--- src/rtl/bcd_seg_display.sv ---
// bcd_seg_display: valid/ready binary-to-7-segment driver (double-dabble decimal or hex), registered output.
module bcd_seg_display #(
  parameter int WIDTH = 8,
  parameter int DIGITS = 3
) (
  input  logic                  clk,
  input  logic                  rst,
  input  logic                  in_valid,
  output logic                  in_ready,
  input  logic [WIDTH-1:0]      in_data,
  input  logic                  hex_mode,
  input  logic                  blank_lz,
  output logic [7*DIGITS-1:0]   seg,
  output logic                  out_valid
);
  localparam int BW = 4 * DIGITS;
  localparam int CW = $clog2(WIDTH + 1);
  localparam logic [0:0] IDLE = 1'b0;
  localparam logic [0:0] CONV = 1'b1;
  // 10^DIGITS > 2^WIDTH-1  <=>  DIGITS > WIDTH*log10(2); equality never occurs for WIDTH >= 1
  if (WIDTH < 1 || real'(DIGITS) <= real'(WIDTH) * 0.30102999566) begin : g_bad
    $error("bcd_seg_display: DIGITS too small for WIDTH");
  end
  function automatic logic [6:0] enc(input logic [3:0] n);
    case (n)
      4'h0: enc = 7'b1000000;
      4'h1: enc = 7'b1111001;
      4'h2: enc = 7'b0100100;
      4'h3: enc = 7'b0110000;
      4'h4: enc = 7'b0011001;
      4'h5: enc = 7'b0010010;
      4'h6: enc = 7'b0000010;
      4'h7: enc = 7'b1111000;
      4'h8: enc = 7'b0000000;
      4'h9: enc = 7'b0011000;
      4'hA: enc = 7'b0001000;
      4'hB: enc = 7'b0000011;
      4'hC: enc = 7'b1000110;
      4'hD: enc = 7'b0100001;
      4'hE: enc = 7'b0000110;
      default: enc = 7'b0001110;
    endcase
  endfunction
  logic [0:0]          state_q, state_d;
  logic [WIDTH-1:0]    shift_q, shift_d;
  logic [BW-1:0]       bcd_q, bcd_d, dec_bcd, hexv, nxt_bcd;
  logic [CW-1:0]       cnt_q, cnt_d;
  logic                hex_q, hex_d, blz_q, blz_d, ov_q, ov_d;
  logic [7*DIGITS-1:0] seg_q, seg_d, enc_seg;
  for (genvar j = 0; j < BW; j++) begin : g_hex
    if (j < WIDTH) begin : g_b
      assign hexv[j] = shift_q[j];
    end else begin : g_z
      assign hexv[j] = 1'b0;
    end
  end
  // add-3 then shift: each nibble takes the carry-out of the one below, nibble 0 takes the value MSB
  always_comb begin
    logic [3:0] a;
    logic       c;
    c = shift_q[WIDTH-1];
    dec_bcd = '0;
    for (int i = 0; i < DIGITS; i++) begin
      a = bcd_q[4*i+:4] >= 4'd5 ? bcd_q[4*i+:4] + 4'd3 : bcd_q[4*i+:4];
      dec_bcd[4*i+:4] = {a[2:0], c};
      c = a[3];
    end
    nxt_bcd = hex_q ? hexv : dec_bcd;
  end
  always_comb begin
    logic lead;
    lead = blz_q;
    enc_seg = '1;
    for (int i = DIGITS - 1; i >= 0; i--) begin
      lead = lead && nxt_bcd[4*i+:4] == 4'd0 && i != 0;
      enc_seg[7*i+:7] = lead ? 7'h7f : enc(nxt_bcd[4*i+:4]);
    end
  end
  always_comb begin
    state_d = state_q;
    shift_d = shift_q;
    bcd_d   = bcd_q;
    cnt_d   = cnt_q;
    hex_d   = hex_q;
    blz_d   = blz_q;
    seg_d   = seg_q;
    ov_d    = 1'b0;
    if (state_q == IDLE && in_valid) begin
      shift_d = in_data;
      bcd_d   = '0;
      cnt_d   = hex_mode ? CW'(1) : CW'(WIDTH);
      hex_d   = hex_mode;
      blz_d   = blank_lz;
      state_d = CONV;
    end else if (state_q == CONV) begin
      bcd_d   = nxt_bcd;
      shift_d = shift_q << 1;
      cnt_d   = cnt_q - CW'(1);
      if (cnt_q == CW'(1)) begin
        seg_d   = enc_seg;
        ov_d    = 1'b1;
        state_d = IDLE;
      end
    end
  end
  always_ff @(posedge clk) begin
    if (rst) begin
      state_q <= IDLE;
      shift_q <= '0;
      bcd_q   <= '0;
      cnt_q   <= '0;
      hex_q   <= 1'b0;
      blz_q   <= 1'b0;
      seg_q   <= '1;
      ov_q    <= 1'b0;
    end else begin
      state_q <= state_d;
      shift_q <= shift_d;
      bcd_q   <= bcd_d;
      cnt_q   <= cnt_d;
      hex_q   <= hex_d;
      blz_q   <= blz_d;
      seg_q   <= seg_d;
      ov_q    <= ov_d;
    end
  end
  assign in_ready  = state_q == IDLE;
  assign seg       = seg_q;
  assign out_valid = ov_q;
endmodule
--- config.mk ---
export PLATFORM = sky130hd
export DESIGN_NAME = bcd_seg_display
export DESIGN_NICKNAME = d
export VERILOG_FILES = /design/src/rtl/bcd_seg_display.sv
export SDC_FILE = /design/constraint.sdc
export NUM_CORES = 1
export LEC_CHECK = 0
export BUFFER_PORTS_ARGS = -buffer_cell sky130_fd_sc_hd__buf_2
export CAP_MARGIN = 20
export CORE_MARGIN = 4
export CORE_UTILIZATION = 60
export CTS_BUF_LIST = sky130_fd_sc_hd__clkbuf_2 sky130_fd_sc_hd__clkbuf_4 sky130_fd_sc_hd__clkbuf_8
export CTS_CLUSTER_SIZE = 10
export DETAILED_ROUTE_END_ITERATION = 7
export PLACE_DENSITY = 0.86
export SYNTH_ARGS = -nofsm -noshare
export SYNTH_HDL_FRONTEND = slang
export SYNTH_SLANG_ARGS = --single-unit
export TNS_END_PERCENT = 50
--- constraint.sdc ---
create_clock -name clk -period 2.9 [get_ports clk]
set_clock_uncertainty 0.1 [all_clocks]
set_input_delay 0.58 -clock clk [delete_from_list [all_inputs] [get_ports clk]]
set_output_delay 0.58 -clock clk [all_outputs]
set_load 0.02 [all_outputs]
==> results_dict.tcl <==
set metrics [dict create \
    critPathLaunch "bcd_q[5]$_SDFFE_PP0P_" \
    clock-root-buffer "clkbuf_8" \
    async_flop_share_pct 0 \
    cp-start-kind "flop" \
    postCtsHoldBufs 0 \
    regArea_sq_um 981 \
    vias 2712 \
    insertedDiodeCount 0 \
    drc 0 \
    relSlewSlack_pct 59.3 \
    syn_inst 355 \
    r2r_start "bcd_q[5]$_SDFFE_PP0P_" \
    max_freq_mhz 374 \
    htree_levels 2 \
    setup_viol 0 \
    outcome "finished, final reports clean" \
    slew_violations 0 \
    hold_class "reg -> reg" \
    syn_nets 388 \
    max_slew.worst_pin.slew_ns 0.607 \
    core_area_sq_um 4720 \
    drv_cap 0 \
    powerDensity_nw_per_um2 441 \
    rsz0062_at_grt "no" \
    grt-ovfl-total 0 \
    clockBufferDepth 2 \
    finalNetCount 423 \
    num-fill-cells 362 \
    peakVddDrop_v 0.000254 \
    setup_tns_ns 0 \
    grt_pass1_vias 2636 \
    die_h_um 78.0 \
    grt_pass1_wl_um 11800 \
    grtUsageTotal_pct 23.8 \
    viasPerCell 5.95 \
    cts_tree "built" \
    ys_ff_latch 49 \
    antenna_found_initial 0 \
    gp_congestion 0.878 \
    synth_area_sq_um 2940 \
    avgRoutedWirePerCell_um 14.7 \
    utilization_pct 69.3 \
    drtIter0Drc 225 \
    clkTransAtPathRegs_ns 0.08 \
    yosysSeqAreaShare_pct 33.3 \
    syn_to_final_growth_pct 11.2 \
    yosysWarnings 0 \
    dp_hpwl_um 4840 \
    ios 36 \
    hold_ws_ns 0.370 \
    placed_cell_area_sq_um 3190 \
    critical_path_class "reg -> reg" \
    syn_area_per_cell_sq_um 8.29 \
    wirelength_um 6720 \
    start_util_pct 62.3 \
    fp-row-count 25 \
    worst_ep_arrival_time_ns 2.77 \
    period_share_pct 92.2 \
    first_pass_iters 5 \
    numCtsBuffers 5 \
    insertion_delay_ns 0.30 \
    clock-sinks 49 \
    antenna_left 0 \
    fp.dieArea_sq_um 6090 \
    multi_input_area_sq_um 1810 \
    grt_max_degree 36 \
    drive_above_1_share_pct 17.7 \
    synth_cell_types 59 \
    numPortBuffers 35 \
    synth_edf_count 0 \
    cp_data_required_time_ns 3.00 \
    end_kind "flop" \
    worstHoldStart "seg[19]$_SDFFE_PP1P_" \
    crit_fanout 7 \
    leakage_nw 1.28 \
    die-width_um 78.0 \
    fin_crit_ns 2.67 \
    ys.flop_type "dfxtp_1" \
    fin_area_sq_um 3270 \
    hold_viol 0 \
]
-- sequential cells by signal, summed over array words and instances, names as in the netlist --
signal	flops
state_q	1
bcd_q	12
seg	21
shift_q	8
out_valid	1
cnt_q	4
blz_q	1
hex_q	1
-- through the flow --
step / power, mW / std cells / worst slack, ns
finish: 1.44 / 456 / 0.227
global route: 1.52 / 456 / 0.0712
CTS: 1.45 / 455 / 0.157
detailed placement: 1.07 / 449 / 0.149
global placement: 1.06 / 449 / 0.337
floorplan: 0.988 / 355 / 0.289
-- placed cells by master, fill, tap and decap left out, types with 2 or more instances in the layout --
cell       Yosys  layout
o21ai_1        2       2
nand2_1       28      28
clkbuf_8       0       5
o2bb2ai_1      2       2
o22a_1         8       8
nor2_1        59      58
inv_1         15      15
o32a_1         6       6
a211oi_1      13      13
a31oi_1        7       7
nor2b_1        6       6
dfxtp_1       49      49
mux2i_1       19      19
o21ai_0        9       9
o31ai_2        2       2
xnor2_1        4       4
ha_1          20      20
o2111ai_1      2       2
o22ai_1        3       3
buf_4          1      10
a21oi_1       28      28
o31a_1         2       2
inv_2          4       4
a21o_1         2       2
nor3_1         7       7
buf_2          5      35
nand3_1        4       4
o211a_1        2       2
nand2b_1       6       6
-- critical path, cell delays in order, from the launching register on --
cell and delay [ns]:
dfxtp_1 0.38, inv_1 0.09, ha_1 0.19, nand2b_1 0.18, a2111oi_1 0.51, nor3b_2 0.17
ha_1 0.23, nand2_1 0.12, o41ai_4 0.10, buf_4 0.18, o32a_1 0.33
-- power by group --
| part | leakage, nW | internal, mW | total, mW | switching, mW |
|---|---|---|---|---|
| registers | 0.400 | 0.708 | 0.738 | 0.0304 |
| clock network | 0.0399 | 0.159 | 0.380 | 0.221 |
| logic | 0.841 | 0.124 | 0.324 | 0.199 |
-- layout make-up --
cell class                      instances  area share (%)
Multi-Input combinational cell        270            55.4
Sequential cell                        49            30.0
Timing Repair Buffer                   45            7.65
Tap cell                               67            2.56
Inverter                               19            2.18
Clock buffer                            5            2.10
Clock inverter                          1           0.153
-- path summary, 6_finish.rpt --
path	cells past startpoint	slack, ns	to
max	10	0.23	seg[11]$_SDFFE_PP1P_
min reg2reg	1	0.37	seg[19]$_SDFFE_PP1P_
max reg2reg	10	0.23	seg[11]$_SDFFE_PP1P_
min	1	0.37	seg[19]$_SDFFE_PP1P_
-- repair_timing --
action	4_1_cts	5_1_grt
endpoints found under the setup margin	0	4
resized for setup	0	2
buffers inserted	0	1
-- synthesized netlist by cell type, drive strengths merged, types with 2 or more instances --
cell     instances  share of area, %
ha              20               8.5
nor2b            6               1.3
o32a             6               2.0
o21ai           11               1.9
xnor2            4               1.2
a2111oi          2              0.60
clkbuf           7              0.89
o211a            2              0.68
o2bb2ai          2              0.60
mux2i           20               6.9
nand2           28               3.6
o2111ai          2              0.60
nand3            5               1.0
dfxtp           49                33
nor2            59               7.5
buf             10               1.9
a21o             2              0.51
o22a             8               2.4
or2              2              0.43
nand2b           6               1.3
inv             19               2.4
o31ai            2              0.85
a211oi          13               3.3
o22ai            3              0.64
o31a             2              0.60
and2             2              0.51
nor3             7               1.2
nor3b            2              0.68
a31o             2              0.60
nor4b            2              0.81
a21oi           29               5.1
a31oi            7               1.5
-- per-layer routing --
layer / wire (um) / track usage (%)
met5: 0 / 0
met4: 80 / 6.99
met3: 322 / 4.59
met2: 3460 / 42.7
met1: 2850 / 28.6
-- cells by family (layout without fill, tap and decap cells) --
logic type,Yosys count,count (layout),synth area share [%]
xor+xnor,5,5,1.49
fa+ha+maj,20,20,8.51
mux,20,20,6.93
flops,49,49,33.3
simple gates,123,123,19.3
buf+inv,36,70,5.19
compound gates,102,102,25.3
Power figures use the tool's default switching activity.
